$ cat config.mk
export PLATFORM = sky130hd
export DESIGN_NAME = utmi_rx_framer
export DESIGN_NICKNAME = d
export VERILOG_FILES = /design/src/rtl/utmi_rx_pkg.sv /design/src/rtl/utmi_rx_fifo.sv /design/src/rtl/utmi_rx_framer.sv
export SDC_FILE = /design/constraint.sdc
export NUM_CORES = 1
export LEC_CHECK = 0
export BUFFER_PORTS_ARGS = -buffer_cell sky130_fd_sc_hd__buf_4
export CAP_MARGIN = 15
export CORE_ASPECT_RATIO = 1.4
export CORE_MARGIN = 8
export CORE_UTILIZATION = 45
export CTS_CLUSTER_SIZE = 10
export DETAILED_ROUTE_END_ITERATION = 6
export SETUP_SLACK_MARGIN = 0.15
export SYNTH_ARGS = -nofsm -noshare
export SYNTH_HDL_FRONTEND = slang
export SYNTH_SLANG_ARGS = --single-unit
$ cat constraint.sdc
create_clock -name clk -period 3.25 [get_ports clk]
set_input_delay 0.4875 -clock clk [delete_from_list [all_inputs] [get_ports clk]]
set_output_delay 0.4875 -clock clk [all_outputs]
set_load 0.01 [all_outputs]
$ cat src/rtl/utmi_rx_pkg.sv
// rtl/utmi_rx_pkg.sv - shared types and constants for the UTMI receive framer
package utmi_rx_pkg;

    localparam int LEN_W = 11;
    localparam int OVF_W = 8;

    typedef enum logic [2:0] {
        IDLE    = 3'd0,
        FIRST   = 3'd1,
        RUN     = 3'd2,
        PEND    = 3'd3,
        DISCARD = 3'd4
    } rx_state_t;

    typedef struct packed {
        logic       err;
        logic       eop;
        logic       sop;
        logic [7:0] data;
    } rx_entry_t;

    // A USB PID carries its own check nibble: the high nibble is the complement of the low nibble.
    function automatic logic pid_valid(input logic [7:0] pid);
        return pid[3:0] == ~pid[7:4];
    endfunction

endpackage

$ cat src/rtl/utmi_rx_fifo.sv
// rtl/utmi_rx_fifo.sv - synchronous entry FIFO with occupancy count, no fall-through
module utmi_rx_fifo
    import utmi_rx_pkg::*;
#(
    parameter int DEPTH = 16
) (
    input  logic                   clk,
    input  logic                   resetn,
    input  logic                   wr_en_i,
    input  rx_entry_t              wr_entry_i,
    input  logic                   rd_en_i,
    output logic                   rd_valid_o,
    output rx_entry_t              rd_entry_o,
    output logic [$clog2(DEPTH):0] count_o
);

    localparam int AW = $clog2(DEPTH);
    localparam int CW = AW + 1;

    rx_entry_t         mem_q [DEPTH];
    logic [AW-1:0]     wr_ptr_q;
    logic [AW-1:0]     rd_ptr_q;
    logic [CW-1:0]     count_q;
    logic              full;
    logic              empty;
    logic              push;
    logic              pop;

    assign full  = (count_q == CW'(DEPTH));
    assign empty = (count_q == '0);
    assign push  = wr_en_i & ~full;
    assign pop   = rd_en_i & ~empty;

    // Pointers wrap naturally because DEPTH is a power of two.
    always_ff @(posedge clk) begin
        if (!resetn) begin
            wr_ptr_q <= '0;
            rd_ptr_q <= '0;
            count_q  <= '0;
        end else begin
            if (push) wr_ptr_q <= wr_ptr_q + 1'b1;
            if (pop)  rd_ptr_q <= rd_ptr_q + 1'b1;
            case ({push, pop})
                2'b10:   count_q <= count_q + 1'b1;
                2'b01:   count_q <= count_q - 1'b1;
                default: count_q <= count_q;
            endcase
        end
    end

    // Storage array; contents are don't-care while empty since the head is masked.
    always_ff @(posedge clk) begin
        if (push) mem_q[wr_ptr_q] <= wr_entry_i;
    end

    assign rd_valid_o = ~empty;
    assign rd_entry_o = empty ? '0 : mem_q[rd_ptr_q];
    assign count_o    = count_q;

endmodule

$ cat src/rtl/utmi_rx_framer.sv
// rtl/utmi_rx_framer.sv - UTMI receive framer: packet delimiting, overflow drop, entry FIFO (option: UTMI_RX_PID_CHECK_EN)
module utmi_rx_framer
    import utmi_rx_pkg::*;
#(
    parameter int DEPTH = 16
) (
    input  logic             clk,
    input  logic             resetn,
    input  logic             utmi_rxactive,
    input  logic             utmi_rxvalid,
    input  logic             utmi_rxerror,
    input  logic [7:0]       utmi_rxdata,
    output logic             rx_valid,
    input  logic             rx_ready,
    output logic [7:0]       rx_data,
    output logic             rx_sop,
    output logic             rx_eop,
    output logic             rx_err,
    output logic [LEN_W-1:0] pkt_len,
    output logic             pkt_done,
    output logic [OVF_W-1:0] ovf_cnt
);

    localparam int              CW       = $clog2(DEPTH) + 1;
    localparam logic [CW-1:0]   DATA_LIM = CW'(DEPTH - 2);
    localparam logic [CW-1:0]   EOP_LIM  = CW'(DEPTH - 1);

    rx_state_t          state_q;
    rx_entry_t          hold_q;
    logic               err_q;
    logic               boot_q;
    logic [LEN_W-1:0]   byte_cnt_q;
    logic [LEN_W-1:0]   pkt_len_q;
    logic               pkt_done_q;
    logic [OVF_W-1:0]   ovf_q;

    logic [CW-1:0]      fifo_count;
    logic               data_room;
    logic               eop_room;
    logic               byte_in;
    logic               pid_bad;
    logic               wr_en_d;
    logic               eop_wr_d;
    logic               drop_d;
    logic               ovf_inc_d;
    rx_entry_t          wr_entry_d;
    rx_entry_t          head;

    assign data_room = (fifo_count <= DATA_LIM);
    assign eop_room  = (fifo_count <= EOP_LIM);
    assign byte_in   = utmi_rxactive & utmi_rxvalid;

`ifdef UTMI_RX_PID_CHECK_EN
    assign pid_bad = ~pid_valid(utmi_rxdata);
`else
    assign pid_bad = 1'b0;
`endif

    // Decide whether the held byte is written, dropped, or closes the packet this cycle.
    always_comb begin
        wr_en_d    = 1'b0;
        eop_wr_d   = 1'b0;
        drop_d     = 1'b0;
        wr_entry_d = hold_q;
        case (state_q)
            RUN: begin
                if (!utmi_rxactive) begin
                    if (eop_room) begin
                        wr_en_d  = 1'b1;
                        eop_wr_d = 1'b1;
                    end
                end else if (utmi_rxvalid) begin
                    if (data_room) wr_en_d = 1'b1;
                    else           drop_d  = 1'b1;
                end
            end
            PEND: begin
                if (eop_room) begin
                    wr_en_d  = 1'b1;
                    eop_wr_d = 1'b1;
                end
            end
            default: ;
        endcase
        wr_entry_d.eop = eop_wr_d;
        wr_entry_d.err = eop_wr_d & err_q;
        ovf_inc_d      = drop_d | (byte_in & ((state_q == PEND) | (state_q == DISCARD)));
    end

    // Framer FSM with hold register, sticky error, byte counter and registered status outputs.
    always_ff @(posedge clk) begin
        if (!resetn) begin
            state_q    <= IDLE;
            hold_q     <= '0;
            err_q      <= 1'b0;
            boot_q     <= 1'b1;
            byte_cnt_q <= '0;
            pkt_len_q  <= '0;
            pkt_done_q <= 1'b0;
            ovf_q      <= '0;
        end else begin
            boot_q     <= 1'b0;
            pkt_done_q <= 1'b0;
            if (ovf_inc_d && (ovf_q != '1)) ovf_q <= ovf_q + 1'b1;
            case (state_q)
                IDLE: begin
                    // Activity already in progress at reset release is a packet we joined mid-way.
                    if (utmi_rxactive) begin
                        if (boot_q) begin
                            state_q <= DISCARD;
                        end else begin
                            state_q    <= FIRST;
                            err_q      <= 1'b0;
                            byte_cnt_q <= '0;
                        end
                    end
                end
                FIRST: begin
                    if (!utmi_rxactive) begin
                        state_q <= IDLE;
                    end else begin
                        if (utmi_rxerror) err_q <= 1'b1;
                        if (utmi_rxvalid) begin
                            hold_q     <= '{err: 1'b0, eop: 1'b0, sop: 1'b1, data: utmi_rxdata};
                            byte_cnt_q <= LEN_W'(1);
                            if (pid_bad) err_q <= 1'b1;
                            state_q    <= RUN;
                        end
                    end
                end
                RUN: begin
                    if (!utmi_rxactive) begin
                        if (eop_wr_d) begin
                            pkt_len_q  <= byte_cnt_q;
                            pkt_done_q <= 1'b1;
                            state_q    <= IDLE;
                        end else begin
                            state_q <= PEND;
                        end
                    end else begin
                        if (utmi_rxerror) err_q <= 1'b1;
                        if (utmi_rxvalid) begin
                            hold_q <= '{err: 1'b0, eop: 1'b0, sop: 1'b0, data: utmi_rxdata};
                            if (byte_cnt_q != '1) byte_cnt_q <= byte_cnt_q + 1'b1;
                            if (drop_d) err_q <= 1'b1;
                        end
                    end
                end
                PEND: begin
                    if (eop_wr_d) begin
                        pkt_len_q  <= byte_cnt_q;
                        pkt_done_q <= 1'b1;
                        state_q    <= utmi_rxactive ? DISCARD : IDLE;
                    end
                end
                DISCARD: begin
                    if (!utmi_rxactive) state_q <= IDLE;
                end
                default: state_q <= IDLE;
            endcase
        end
    end

    utmi_rx_fifo #(
        .DEPTH (DEPTH)
    ) u_fifo (
        .clk        (clk),
        .resetn     (resetn),
        .wr_en_i    (wr_en_d),
        .wr_entry_i (wr_entry_d),
        .rd_en_i    (rx_ready),
        .rd_valid_o (rx_valid),
        .rd_entry_o (head),
        .count_o    (fifo_count)
    );

    assign rx_data  = head.data;
    assign rx_sop   = head.sop;
    assign rx_eop   = head.eop;
    assign rx_err   = head.err;
    assign pkt_len  = pkt_len_q;
    assign pkt_done = pkt_done_q;
    assign ovf_cnt  = ovf_q;

endmodule

======== Yosys cells after proc, flatten, opt, wreduce, memory -nomap -nowiden ========
Memory sizes are Yosys's and may differ from the RTL's. A register that Yosys moved wholly into a read port is not among the register bits.
Index checks and enable logic that the tools add are counted.
storage, ports and cells
  bits in registers ....................... 58
  bits in writable memories ............... 176
  input port bits ......................... 14
  output and inout port bits .............. 32
  logic and storage cells ................. 117
  memories ................................ 1
memory list
  name          depth  width  rd ports  clocked after Yosys merged registers in  wr ports  RTL line            text
  u_fifo.mem_q  16     11     1         1                                        1         utmi_rx_fifo.sv:20  rx_entry_t mem_q [DEPTH];
cells by class
  $add $sub $neg .......................... 6
  order comparisons ....................... 2
  equal/unequal tests ..................... 20
  muxes and demuxes ....................... 55
  bitwise logic cells ..................... 9
  reductions and logical operators ........ 12
operators by type and width
  kind                                                                               count
  11-bit two-way mux                                                                 10
  9-bit two-way mux                                                                  4
  11-bit case mux with 3 select lines                                                1
  3-bit two-way mux                                                                  8
  11-bit case mux with 2 select lines                                                1
  1-bit two-way mux                                                                  21
  2-bit inequality test (second input constant)                                      10
  9-bit case mux with 2 select lines                                                 1
  3-bit case mux with 5 select lines                                                 1
  5-bit AND reduction                                                                3
  11-bit by 1-bit adder with 11-bit output (second input constant)                   1
  11-bit inequality test (second input constant)                                     1
  5-bit by 4-bit less-or-equal comparator with 1-bit output (second input constant)  2
  5-bit case mux with 2 select lines                                                 1
  4-bit by 1-bit adder with 4-bit output (second input constant)                     2
  8-bit by 1-bit adder with 8-bit output (second input constant)                     1
  4-bit two-way mux                                                                  2
  8-bit inequality test (second input constant)                                      1
  8-bit AND reduction                                                                1
  3-bit by 2-bit == test with 1-bit output (second input constant)                   2
  1-bit case mux with 2 select lines                                                 3
  2-bit nonzero test                                                                 3
  5-bit by 1-bit adder with 5-bit output (second input constant)                     1
  1-bit AND                                                                          5
  16 further kinds                                                                   18

======== Logic depth before layout (Yosys ltp) ========
  depth in word-level cells ............... 9
  depth in mapped cells ................... 13
  mapped depth without buffers ............ 11

======== Hierarchy ========
A second synthesis with hierarchy kept.
second synthesis, totals
  cell total of the unflattened synthesis .. 625
  area, all modules ....................... 9904.5 um^2
modules (own cells, without submodules)
  module          instances  cells each  area an instance (um^2)  seq. area each (um^2)
  utmi_rx_fifo    1          384         7732.4                   5625.4
  utmi_rx_framer  1          241         2172.1                   900.9

======== Worst setup path after synthesis ========
No wires, ideal clock.
  path kind ............................... input -> register
  start point ............................. input utmi_rxvalid
  end point ............................... register u_fifo.count_q[4] (netlist: u_fifo.count_o[4])
  library setup time ...................... 70 ps
  arrival time ............................ 2869 ps
  data required time ...................... 3180 ps
  path slack .............................. 311 ps
  stages .................................. 12
  path buffers ............................ 1
  cells stage by stage .................... or4bb_1 > o32ai_4 > inv_1 > ha_1 > clkbuf_1 > xor2_1 > ha_1 > a21oi_1 > a32o_1 > a21oi_1 > or3_1 > a21oi_1
on the way
  cells in the longest elaborated chain, start to end .. 6
  elaborated cells on any way between the ends .. 8
  those cells by class .................... eq/ne: 2; mux: 4; bitwise: 1; reduce/logical: 1
RTL lines
  what                                                                       RTL line              text
  start: declaration                                                         utmi_rx_framer.sv:10  input logic utmi_rxvalid,
  1-bit two-way mux (*)                                                      utmi_rx_framer.sv:72  end else if (utmi_rxvalid) begin
  1-bit two-way mux (*)                                                      utmi_rx_framer.sv:67  if (!utmi_rxactive) begin
  1-bit case mux with 2 select lines (*)                                     utmi_rx_framer.sv:65  case (state_q)
  1-bit AND (*)                                                              utmi_rx_fifo.sv:31    assign push = wr_en_i & ~full;
  2-bit by 1-bit == test with 1-bit output or 2-bit == test (tied branches)  utmi_rx_fifo.sv:43    case ({push, pop})
  5-bit case mux with 2 select lines or 2-bit nonzero test (tied branches)   --
  end signal: assignment                                                     utmi_rx_fifo.sv:44    2'b10: count_q <= count_q + 1'b1;
  end signal: assignment                                                     utmi_rx_fifo.sv:45    2'b01: count_q <= count_q - 1'b1;
  end signal: assignment                                                     utmi_rx_fifo.sv:46    default: count_q <= count_q;
  end: declaration                                                           utmi_rx_fifo.sv:23    logic [CW-1:0] count_q;
Every way passes the cells marked *; elsewhere a longest branch is shown, timed or not.
A chain may end at the register's enable or synchronous reset.

======== Worst setup path after layout ========
  start point ............................. register u_fifo.count_q[1] (netlist: u_fifo.count_o[1])
  end point ............................... output rx_eop
on the way
  cells in the longest elaborated chain, start to end .. 2
RTL lines
  what                RTL line              text
  5-bit logical NOT   utmi_rx_fifo.sv:30    assign empty = (count_q == '0);
  11-bit two-way mux  utmi_rx_fifo.sv:57    assign rd_entry_o = empty ? '0 : mem_q[rd_ptr_q];
  end: declaration    utmi_rx_framer.sv:17  output logic rx_eop,
Every way passes these cells.

==> impl_metrics.csv <==
group,metric,value,unit
routing,drt_iter0_drc,323,
placed_design,gp_congestion,0.853,
cells_and_area,n_antenna_cell,0,
floorplan,io_pins,46,
floorplan,start_util,0.458,
synthesis,synth_area_per_cell,15.3,um^2
floorplan,die_w,140,um
power,p_per_area,540,nW/um^2
placed_design,placed_area,10500,um^2
synthesis,synthCells,633,
global_route,grt_use_total,0.150,
timing,maxSlewViolCount,0,
global_route,grt_antenna_before_repair,0,
routing,ant_nets,0,
cells_and_area,final_cell_area,11200,um^2
worst_setup_path,crit_required,2.76,ns
synthesis,ys_types,61,
cells_and_area,drive_gt1_frac,0.226,
power,p_leak,0.00363,uW
power,irDropWorstVdd,359,uV
cts,cts_tree,"built",
cts,clk_latency,0.50,ns
synthesis,synth_seq_cells,238,
cells_and_area,nNetsFinal,722,
cts,h-tree-depth,1,
synthesis,synthTopCellsByArea,"edfxtp_1 54%, dfxtp_1 13%, mux4_2 10%",
routing,post_drt_via_cell_ratio,5.61,
worst_setup_path,crit_fanout,11,
synthesis,yosys.cell_count.top_type,"edfxtp_1",
timing,final.setup.tns,0,ns
cts,cts_setup_buffers,0,
timing,finalSetupViolCount,0,
cts,path_clk_slew,0.06,ns
worst_setup_path,cp.arrival,2.47,ns
floorplan,row_count,63,
floorplan,core_area,21200,um^2
cts,clk_path_buf_depth,3,
cells_and_area,areaGrowthSynthToFinish,15.6,%
floorplan,die_y,190,um
synthesis,synth-edff-count,176,
synthesis,ys_seq_area_frac,0.672,
routing,vias,5485,
global_route,first_global_vias,5892,
cts,cts.root.buffer_cell,"clkbuf_16",
cts,ctsHoldBuffers,0,
timing,rsz0062_at_grt,"no",
timing,hold_viol,0,
timing,clock.fmax,339,MHz
timing,tightest_slew,0.861,ns
synthesis,ys_warn_count,0,
routing,drt_wl_total,19800,um
synthesis,syn_area,9710,um^2
synthesis,async_reset_ff_frac,0,
synthesis,synth-main-ff-cell,"edfxtp_1",
synthesis,yosysTopAreaCell,"edfxtp_1",
hold_path,hold_class,"input pin to flop",
timing,slew_headroom,0.425,
status,status,"finished clean",
placed_design,place_inst,928,
timing,finalCriticalPeriod,2.95,ns
routing,drc,0,
cells_and_area,final_util,0.530,
cts,cts_resized,0,
run,max-cap-violations,0,
synthesis,synth_commonest_cells,"176 x edfxtp_1, 62 x dfxtp_1, 45 x nor2_1",
routing,avgRoutedWirePerCell,20.3,um
cts,cts.sinks,238,
cells_and_area,fillCellCount,1740,
timing,period_share,0.909,
worst_setup_path,path_class,"flop to output port",
global_route,grt_start_max_net_pins,47,
synthesis,syn_nets,657,
timing,clock_skew,0.00936,ns
placed_design,dp_hpwl,13200,um
routing,drt_first_pass_iters,4,
global_route,gr-total-overflow,0,
placed_design,portBuffers,45,
synthesis,synthDominantCellAreaShare,0.544,
cts,numCtsBuffers,27,
floorplan,dieArea,26600,um^2
worst_setup_path,startpoint_type,"flop",
global_route,grt_pass1_wl,31700,um
worst_setup_path,setup.worst_path.end_class,"output port",
cells_and_area,final_cells,977,
flip-flops by register name, indices dropped and copies added, names as in the netlist, named ones only:
| signal | cells |
|---|---|
| boot_q | 1 |
| byte_cnt_q | 11 |
| err_q | 1 |
| hold_q | 9 |
| ovf_cnt | 8 |
| pkt_done | 1 |
| pkt_len | 11 |
| state_q | 3 |
| u_fifo.count_o | 5 |
| u_fifo.mem_q | 176 |
| u_fifo.rd_ptr_q | 4 |
| u_fifo.wr_ptr_q | 4 |
worst paths after layout:
kind                                                      from  cells past startpoint  slack [ns]                             end
worst max-delay path            u_fifo.count_o[1]$_SDFFE_PN0P_                      5        0.30                          rx_eop
worst max register to register         state_q[2]$_SDFFE_PN0P_                     11        0.30  u_fifo.count_o[4]$_SDFFE_PN0P_
worst min register to register         pkt_len[1]$_SDFFE_PN0P_                      2        0.45         pkt_len[1]$_SDFFE_PN0P_
worst min-delay path                            utmi_rxdata[7]                      3        0.22          hold_q[7]$_SDFFE_PN0P_
stage by stage:
| step | total power, uW | setup WS [ns] | hold WS, ns |
|---|---|---|---|
| floorplan | 3440 | 0.311 | 0.429 |
| global placement | 3500 | 0.236 | 0.446 |
| detailed placement | 3510 | 0.0643 | 0.448 |
| CTS | 6140 | 0.198 | 0.205 |
| global route | 6270 | 0.154 | 0.227 |
| finish | 6060 | 0.297 | 0.218 |
layout make-up:
type	instances	area, um^2	area share
Sequential cell	238	6530	0.581
Multi-Input combinational cell	350	3020	0.269
Clock buffer	48	754	0.0672
Timing Repair Buffer	71	564	0.0503
Tap cell	260	325	0.0290
Inverter	10	37.5	0.00334
layer usage:
metal | vias up | GRT usage | share of wire
met5 | - | 0 | 0
met4 | 0 | 0.0402 | 0.017
met3 | 29 | 0.0226 | 0.038
met2 | 108 | 0.282 | 0.54
met1 | 2768 | 0.174 | 0.41
li1 | 2580 | - | -
layout by cell type, fill, tap and decap left out, types with 10 or more instances in the layout:
cell	synthesis	routed
nand2_1	43	43
ha_1	10	10
xor2_1	11	11
mux2i_1	32	32
clkbuf_16	0	27
clkbuf_1	22	21
mux4_2	44	44
buf_4	0	68
nand3_1	12	12
a21oi_1	31	30
edfxtp_1	176	176
dfxtp_1	62	60
o22ai_1	13	13
nor2_1	45	45
o21ai_0	13	13
power breakdown:
| group | internal [uW] | switching, uW | total (uW) |
|---|---|---|---|
| clock | 1550 | 1070 | 2620 |
| combinational | 77.1 | 96.7 | 174 |
| sequential | 3250 | 21.6 | 3270 |
worst max-delay path, stage by stage, from the launching register on:
cell and delay [ns]:
dfxtp_1 0.38, or2_1 0.26, or4_1 0.53, nand2_1 0.40
o22ai_1 0.21, buf_4 0.19
kinds of logic after synthesis:
family | count (synthesis) | share of synthesized area
AO/OA/AOI/OAI | 88 | 0.0623
AND/OR/NAND/NOR | 161 | 0.0844
flip-flops | 238 | 0.672
buffers and inverters | 45 | 0.0200
adder cells (fa/ha/maj) | 10 | 0.0129
XOR/XNOR | 15 | 0.0135
multiplexers | 76 | 0.135
No activity file was read; power rests on OpenSTA's default activity.
